**src/rtl/uart_pkg.sv**
```systemverilog
// Shared UART defaults: baud generator field widths and the standard 16x oversample ratio.
package uart_pkg;
    localparam int PS_W_DEF   = 4;
    localparam int DIV_W_DEF  = 8;
    localparam int FRAC_W_DEF = 4;
    localparam int OSR_W_DEF  = 4;
    localparam int OSR_16X    = 15;
endpackage

```
**src/rtl/uart_brg_dncntr.sv**
```systemverilog
// Load/decrement/hold down-counter with zero flag; clear beats load beats decrement.
// Latency: 1 clk from control to count; zero is combinational from the count.
module uart_brg_dncntr #(
    parameter int W = 4
) (
    input  logic         clk,
    input  logic         rst_n,
    input  logic         clr,
    input  logic         ld,
    input  logic         dec,
    input  logic [W-1:0] ld_val,
    output logic         zero
);
    logic [W-1:0] cnt_q, cnt_d;

    always_comb begin
        cnt_d = cnt_q;
        if (clr)
            cnt_d = '0;
        else if (ld)
            cnt_d = ld_val;
        else if (dec)
            cnt_d = cnt_q - W'(1);
    end

    always_ff @(posedge clk or negedge rst_n) begin
        if (!rst_n)
            cnt_q <= '0;
        else
            cnt_q <= cnt_d;
    end

    assign zero = (cnt_q == '0);
endmodule

```
**src/rtl/uart_brg_frac.sv**
```systemverilog
// Fractional baud rate generator: prescaler -> divider with fractional carry -> oversample counter.
// Latency: CE_16x/CE_1x are registered, one clk after the terminal count; En=0 freezes, Ld restarts.
module uart_brg_frac
    import uart_pkg::*;
#(
    parameter int PS_W   = PS_W_DEF,
    parameter int DIV_W  = DIV_W_DEF,
    parameter int FRAC_W = FRAC_W_DEF,
    parameter int OSR_W  = OSR_W_DEF
) (
    input  logic              Clk,
    input  logic              Rst_N,
    input  logic              En,
    input  logic              Ld,
    input  logic [PS_W-1:0]   PS,
    input  logic [DIV_W-1:0]  Div,
    input  logic [FRAC_W-1:0] Frac,
    input  logic [OSR_W-1:0]  OSR,
    output logic              CE_16x,
    output logic              CE_1x
);
    logic              ps_zero, div_zero, os_zero;
    logic              tc_ps, tc_div;
    logic [FRAC_W:0]   acc_sum;
    logic [DIV_W:0]    div_ld;
    logic [FRAC_W-1:0] acc_q, acc_d;
    logic              ce_16x_q, ce_16x_d;
    logic              ce_1x_q, ce_1x_d;

    // Ld gates the terminal counts so a restart cycle never emits a pulse.
    assign tc_ps  = En & ps_zero & ~Ld;
    assign tc_div = tc_ps & div_zero;

    // Divider is one bit wider so Div=all-ones plus a carry reloads 2^DIV_W.
    assign acc_sum = {1'b0, acc_q} + {1'b0, Frac};
    assign div_ld  = {1'b0, Div} + {{DIV_W{1'b0}}, acc_sum[FRAC_W]};

    uart_brg_dncntr #(.W(PS_W)) u_ps_cntr (
        .clk    (Clk),
        .rst_n  (Rst_N),
        .clr    (Ld),
        .ld     (tc_ps),
        .dec    (En),
        .ld_val (PS),
        .zero   (ps_zero)
    );

    uart_brg_dncntr #(.W(DIV_W + 1)) u_div_cntr (
        .clk    (Clk),
        .rst_n  (Rst_N),
        .clr    (Ld),
        .ld     (tc_div),
        .dec    (tc_ps),
        .ld_val (div_ld),
        .zero   (div_zero)
    );

    uart_brg_dncntr #(.W(OSR_W)) u_os_cntr (
        .clk    (Clk),
        .rst_n  (Rst_N),
        .clr    (Ld),
        .ld     (tc_div & os_zero),
        .dec    (tc_div),
        .ld_val (OSR),
        .zero   (os_zero)
    );

    always_comb begin
        acc_d    = acc_q;
        ce_16x_d = tc_div;
        ce_1x_d  = tc_div & os_zero;
        if (Ld)
            acc_d = '0;
        else if (tc_div)
            acc_d = acc_sum[FRAC_W-1:0];
    end

    always_ff @(posedge Clk or negedge Rst_N) begin
        if (!Rst_N) begin
            acc_q    <= '0;
            ce_16x_q <= 1'b0;
            ce_1x_q  <= 1'b0;
        end else begin
            acc_q    <= acc_d;
            ce_16x_q <= ce_16x_d;
            ce_1x_q  <= ce_1x_d;
        end
    end

    assign CE_16x = ce_16x_q;
    assign CE_1x  = ce_1x_q;
endmodule

```
**config.mk**
```make
export PLATFORM = sky130hd
export DESIGN_NAME = uart_brg_frac
export DESIGN_NICKNAME = d
export VERILOG_FILES = /design/src/rtl/uart_pkg.sv /design/src/rtl/uart_brg_dncntr.sv /design/src/rtl/uart_brg_frac.sv
export SDC_FILE = /design/constraint.sdc
export NUM_CORES = 1
export LEC_CHECK = 0
export ABC_AREA = 1
export CORE_MARGIN = 3
export CORE_UTILIZATION = 30
export DETAILED_ROUTE_END_ITERATION = 10
export PLACE_DENSITY = 0.59
export SETUP_SLACK_MARGIN = 0.15
export SLEW_MARGIN = 20
export SYNTH_ARGS = -nofsm -noshare
export SYNTH_HDL_FRONTEND = slang
export SYNTH_SLANG_ARGS = --single-unit
```
**constraint.sdc**
```tcl
create_clock -name Clk -period 2.3 [get_ports Clk]
set_input_delay 0.69 -clock Clk [delete_from_list [all_inputs] [get_ports Clk]]
set_output_delay 0.69 -clock Clk [all_outputs]
set_load 0.05 [all_outputs]
```
== Word level (Yosys, flattened, before mapping) ==
Index checks and enable logic that the tools add are counted.
Operators by class
  add/subtract/negate cells: 5
  bitwise gates (word level): 5
  reductions and logical operators: 7
  mux-type cells: 11
Operators with widths (count)
  2-to-1 mux 4 bit: 8
  2-to-1 mux 9 bit: 3
  adder 8 x 1 -> 9 bit: 1
  logical NOT 9 bit: 1
  nonzero test 3 bit: 3
  subtractor 9 x 1 -> 9 bit (second input constant): 1
  logical NOT 4 bit: 2
  subtractor 4 x 1 -> 4 bit (second input constant): 2
  adder 4 x 4 -> 5 bit: 1
  bitwise AND 1 bit: 4
  nonzero test 2 bit: 1
  inverter 1 bit: 1
Storage, ports and cells
  bits of input ports: 24
  output and inout bits: 2
  word-level logic and storage cells: 34
  bits in registers: 23

== Longest topological paths before layout ==
Gate-level depths: netlist (run 1).
  depth after elaboration: 7
  mapped depth: 13
  mapped depth without buffers: 13

== By module ==
From an unflattened synthesis (run 1), not the netlist that was laid out.
Second synthesis, totals
  cell total of the unflattened synthesis: 245
  area, all modules: 1725.4 µm²
Modules (own cells, without submodules)
  uart_brg_dncntr at u_div_cntr: seq. area each 225.2 µm², instances 1, cells each 99, area each 624.3 µm²
  uart_brg_dncntr at u_os_cntr ...: seq. area each 100.1 µm², instances 2, cells each 38, area each 275.3 µm²
  uart_brg_frac: seq. area each 150.1 µm², instances 1, cells each 70, area each 550.5 µm²

== Least setup slack after synthesis (run 1) ==
Ideal clock, no wire load.
  path type: input port to flip-flop
  start: input port Frac[0]
  end: register u_div_cntr.cnt_q[6]
  library setup time: 0.116 ns
  required time: 2.184 ns
  path buffers: 0
  slack: -0.153 ns
  stages on the path: 13
  data arrival time: 2.337 ns
  cell sequence: ha_1 -> inv_1 -> fa_1 -> o21ai_0 -> ha_1 -> ha_1 -> nand3_1 -> nor2_1 -> nand2_1 -> xor2_1 -> nand2_1 -> nand2_1 -> nand2_1
On the way
  longest elaborated chain between the ends: 4
RTL lines
  start: declaration: line uart_brg_frac.sv:17  | input logic [FRAC_W-1:0] Frac,
  adder 4 x 4 -> 5 bit: line uart_brg_frac.sv:35  | assign acc_sum = {1'b0, acc_q} + {1'b0, Frac};
  adder 8 x 1 -> 9 bit: line uart_brg_frac.sv:36  | assign div_ld = {1'b0, Div} + {{DIV_W{1'b0}}, acc_sum[FRAC_W]};
  2-to-1 mux 9 bit: line uart_brg_dncntr.sv:20  | else if (ld)
  2-to-1 mux 9 bit: line uart_brg_dncntr.sv:18  | if (clr)
  end signal: assignment: line uart_brg_dncntr.sv:30  | cnt_q <= cnt_d;
  end: declaration: line uart_brg_dncntr.sv:14  | logic [W-1:0] cnt_q, cnt_d;
No other way between the ends.
A chain may end at the register's enable or synchronous reset.

== Worst setup path in the final report (run 1) ==
Ends and elaborated chain as after synthesis.

==> metrics.txt, run 1 <==
global-route usage over all layers 13.8%; # IOs 26; WL per Instance 12.4 um; share of layout cells above drive strength 1 22.6%; global-route wire length before repair 6.84 mm; commonest non-fill, non-tap cells in the layout nand2_1 (54), dfrtp_1 (23), clkdlybuf4s50_1 (21); Worst Hold End acc_q[2]; Crit Path Max Fanout 2; Final GP Congestion 0.865; RSZ-0062 raised after global routing true; largest net degree at the start of global routing 24; synth warn 0; outcome finished, final reports clean; WP buf/inv 2; Synth Net Count 245; Initial Util 31.3%; Fill cells 531; Mapped Cells 211; reg2reg end u_div_cntr.cnt_q[6]; drt total wl 4.00 mm; DRT Pass-1 Iters 4; worst slew pin tran 0.486 ns; worst skew pair latency 0.27 ns; Final Hold Viols 0; Hold Path Class flop to flop; worst path cell trace buf_6 -> ha_4 -> inv_2 -> fa_2 -> o21ai_2 -> ha_2 -> ha_4 -> nand3_4 -> nor2_4 -> nand2_2 -> xor2_1 -> nand2_1 -> nand2_1 -> nand2_1; CTS tree yes; WP data required 2.47 ns; worst relative slew slack 67.5%; Critical Path Start Type primary input; #FFs+latches synth 23; fin. max-slew vios 0; number of nets with antenna violations after routing 0; design area 2160 um2; Layout Nets 287; CTS root buffer clkbuf_8; DRC viols 0; area grow syn2layout 33.6%; critical path's top delay family adder cells; Detailed Place HPWL 3.00 mm; Setup crit end kind flop; CP arrival 2.30 ns; VDD IR max 0.405 mV; Worst R2R Setup Slack 0.22 ns; H-tree depth 1; CP peak stage delay 0.34 ns; Setup CP Type primary input to flop; drt via density 4.54; R2R cell count 13; setup ws final 0.163 ns; Max Cap Violations 0; Core Util, Final 41.8%; Placed Cells 316; Power Density 991 nW/um2; worst clock skew 0.00569 ns; clock sink total 23; Place WS -0.743 ns; DRT iter0 DRCs 91; final std cells w/o fill 322; Die Span X 79.4 um; die area 6310 um2; most common cell after layout, fill and taps aside nand2_1; buffer levels on the longest clock path 2; f_max 468 MHz; syn_area_per_cell 7.67 um2; hold depth 2; number of library cell types mapped by synthesis 26; min Tclk post-route 2.14 ns; Core Area 5170 um2; register area 576 um2; most used cell, CP nand2_1; chip height 79.4 um; Vias 1,462; antenna violations before repair 0; Worst-path clk slew 0.09 ns; P_leak 0.00105 uW; endpoints failing setup 0; Hold Startpoint acc_q[2]; vias in the first global route 1,425; register area share after synthesis 35.6%; final period utilization 92.9%; CTS Buf Count 3; dpl cell area 2070 um2; post-synthesis cell area 1620 um2; reg2reg start acc_q[0]; row count 26; multi-input logic area 1000 um2; Levels on crit path 14; Worst path slowest cell fa_2; Port Buffers 25; GRT overflow 0; ANT cells 0
[registers in the layout, indices dropped and copies added (netlist names)]
name	flops
CE_1x	1
u_os_cntr.cnt_q	4
u_ps_cntr.cnt_q	4
acc_q	4
u_div_cntr.cnt_q	9
CE_16x	1
[through the flow]
stage / hold slack (ns) / setup TNS (ns) / power [uW]
3_3_place_gp: 0.461 / -4.81 / 1850
2_1_floorplan: 0.394 / -0.0568 / 1560
5_1_grt: 0.550 / 0 / 2370
6_report: 0.521 / 0 / 2140
3_5_place_dp: 0.483 / -5.15 / 1860
4_1_cts: 0.522 / 0 / 2160
[what timing repair did]
action / in CTS / in global routing
gates cloned: 0 / 0
resized for setup: 17 / 9
setup endpoints to repair: 9 / 6
pin swaps: 8 / 7
buffers inserted: 2 / 0
hold buffers: 0 / 0
[area by class of cell]
type,instances,share of cell area (%)
repair buffers,37,15.3
multi-input cells,157,46.4
clock inverters,1,0.232
well taps,70,4.05
clock buffers,3,1.91
inverters,31,5.39
flip-flops and latches,23,26.6
[kinds of logic (layout without fill, tap and decap cells)]
| logic type | count (synthesis) | in the layout | share of synthesized area [%] |
|---|---|---|---|
| and+or+nand+nor | 104 | 104 | 32.6 |
| AOI/OAI and AO/OA | 32 | 32 | 10.4 |
| buffers and inverters | 31 | 72 | 7.19 |
| DFF | 23 | 23 | 35.6 |
| xor gates and xnor gates | 11 | 11 | 5.96 |
| adders and majority gates | 10 | 10 | 8.20 |
[worst reg2reg max path, cell delays in order, from the launching register on]
cell and delay (ns):
dfrtp_1 0.40, ha_4 0.15, inv_2 0.03, fa_2 0.34, o21ai_2 0.15, ha_2 0.22, ha_4 0.14, nand3_4 0.07
nor2_4 0.13, nand2_2 0.06, xor2_1 0.13, nand2_1 0.06, nand2_1 0.06, nand2_1 0.04
[power by group]
group	internal (uW)	switching, uW
Clock	121	143
Combinational	484	785
Sequential	511	97.2
[worst max-delay path by stage]
stage	slack (ns)	end	start
global route	0.02	u_div_cntr.cnt_q[6]	Frac[0]
detailed placement	-0.74	u_div_cntr.cnt_q[6]	Frac[0]
finish	0.16	u_div_cntr.cnt_q[6]	Frac[0]
CTS	0.16	u_div_cntr.cnt_q[6]	Frac[3]
global placement	-0.70	u_div_cntr.cnt_q[6]	Frac[0]
floorplan	-0.06	u_div_cntr.cnt_q[6]	Frac[0]
[cells in the mapped netlist, drive strengths merged]
cell / instances / area, um2
dfrtp: 23 / 576
o22ai: 3 / 18.8
nand3: 18 / 108
fa: 1 / 20.0
ha: 9 / 113
nor2: 16 / 115
o211ai: 1 / 7.51
nand2: 63 / 259
nor3: 3 / 20.0
a21oi: 6 / 30.0
inv: 31 / 116
xnor2: 2 / 17.5
nand4: 3 / 18.8
xor2: 9 / 78.8
nand3b: 1 / 7.51
a22oi: 1 / 7.51
o21ai: 21 / 105
[layer usage]
layer  vias up  part of all wire [%]  GRT usage [%]
li1        765                     -              -
met1       670                    49           19.5
met2        23                    46           21.7
met3         4                   3.7           2.71
met4         0                   1.3           3.26
met5         -                     0              0
Power figures use the tool's default switching activity.
==> run 2: changes to the inputs <==
Settings changed: CORE_MARGIN 3 to default, CTS_CLUSTER_DIAMETER from default to 100, SKIP_LAST_GASP from default to 1.
==> metrics.txt, run 2 (synthesized netlist as in run 1, its figures left out) <==
outcome finished, final reports clean; most common cell after layout, fill and taps aside nand2_1; critical path's top delay family adder cells; DRT iter0 DRCs 64; Setup crit end kind flop; Vias 1,467; Die Span X 75.4 um; CP arrival 2.32 ns; Final Hold Viols 0; worst slew pin tran 0.511 ns; max layer used met4; Worst path slowest cell ha_1; final period utilization 94.3%; DRC viols 0; Setup CP Type primary input to flop; min Tclk post-route 2.17 ns; max reg flops 9; worst relative slew slack 65.9%; commonest non-fill, non-tap cells in the layout nand2_1 (55), dfrtp_1 (23), inv_1 (20), clkdlybuf4s50_1 (20), nand3_1 (15); H-tree depth 1; vias in the first global route 1,341; Core Util, Final 42.0%; Power Density 985 nW/um2; worst clock skew 0.00792 ns; WHS 0.511 ns; Crit Path Max Fanout 2; chip height 75.4 um; Met3 Wirelength 169 um; Largest Register u_div_cntr.cnt_q; drt via density 4.56; clock sink total 23; Initial Util 31.5%; drt total wl 3.73 mm; Detailed Place HPWL 2.90 mm; Core Area 5140 um2; CTS Buf Count 3; P_leak 0.00107 uW; CTS root buffer clkbuf_8; endpoints failing setup 0; Final GP Congestion 0.806; WP buf/inv 3; die area 5690 um2; Layout Nets 287; Max Cap Violations 0; DRT Pass-1 Iters 4; buffer levels on the longest clock path 2; CP peak stage delay 0.31 ns; number of nets with antenna violations after routing 0; Port Buffers 25; global-route usage over all layers 15.3%; row count 26; share of layout cells above drive strength 1 22.2%; WP data required 2.46 ns; VDD IR max 0.701 mV; Worst-path clk slew 0.09 ns; global-route wire length before repair 6.46 mm; CTS tree yes; fin. max-slew vios 0; WL per Instance 11.6 um; f_max 461 MHz; # IOs 26; area grow syn2layout 33.6%; worst path cell trace clkdlybuf4s15_1 -> ha_1 -> nand2_1 -> o21ai_2 -> ha_2 -> ha_4 -> buf_4 -> buf_4 -> xnor2_1 -> nand2_1 -> nand3_1 -> o21ai_0; Met1 Wirelength 1.88 mm; GRT overflow 0; antenna violations before repair 0; ANT cells 0; Met2 Wirelength 1.66 mm; Hold Path Class flop to flop; worst skew pair latency 0.27 ns; RSZ-0062 raised after global routing true; largest net degree at the start of global routing 24; Critical Path Start Type primary input
-- run 2: power breakdown --
part	switching [uW]	total (uW)	leakage (uW)	internal (uW)
clock	138	259	0.0000255	121
combinational	782	1260	0.000729	482
sequential	94.7	606	0.000313	511
-- run 2: area by class of cell --
class                   instances  area [um2]
repair buffers                 37         334
fillers                       542        2980
inverters                      31         116
well taps                      70        87.6
clock buffers                   3        41.3
flip-flops and latches         23         576
multi-input cells             157        1000
clock inverters                 1        5.00
-- run 2: worst min-delay path: stages, from the launching register on --
cell     delay, ns
dfrtp_1       0.35
nand2_1       0.05
o21ai_1       0.07
-- run 2: repair_timing --
| item | 4_1_cts | 5_1_grt |
|---|---|---|
| hold buffers | 0 | 0 |
| pin swaps | 10 | 6 |
| gates resized for setup | 15 | 8 |
| gates cloned | 0 | 0 |
| setup buffers | 0 | 1 |
| endpoints found under the setup margin | 9 | 5 |
-- run 2: worst paths after layout --
kind	slack, ns	startpoint	endpoint	depth (start not counted)
setup / recovery	0.13	Frac[2]	u_div_cntr.cnt_q[2]	12
hold / removal	0.51	acc_q[2]	acc_q[2]	2
min in group asynchronous	0.78	Rst_N	u_os_cntr.cnt_q[0]	2
hold reg to reg	0.51	acc_q[2]	acc_q[2]	2
max in group asynchronous	1.26	Rst_N	u_ps_cntr.cnt_q[1]	2
setup reg to reg	0.25	acc_q[0]	u_div_cntr.cnt_q[2]	12
-- run 2: per-layer routing --
| layer | vias to the layer above | global-route usage (%) |
|---|---|---|
| met5 | - | 0 |
| met4 | 0 | 3.09 |
| met3 | 2 | 3.17 |
| met2 | 26 | 24.0 |
| met1 | 671 | 21.7 |
| li1 | 768 | - |
-- run 2: metrics by stage --
stage | cell area, um2 | worst slack [ns] | instances | total power (uW) | TNS, ns
after floorplan | 1660 | -0.0568 | 211 | 1560 | -0.0568
after global placement | 2080 | -0.663 | 317 | 1860 | -4.51
after detailed placement | 2080 | -0.695 | 317 | 1860 | -4.78
after CTS | 2140 | 0.161 | 321 | 2150 | 0
after global routing | 2160 | 0.0659 | 322 | 2350 | 0
final | 2160 | 0.132 | 322 | 2130 | 0
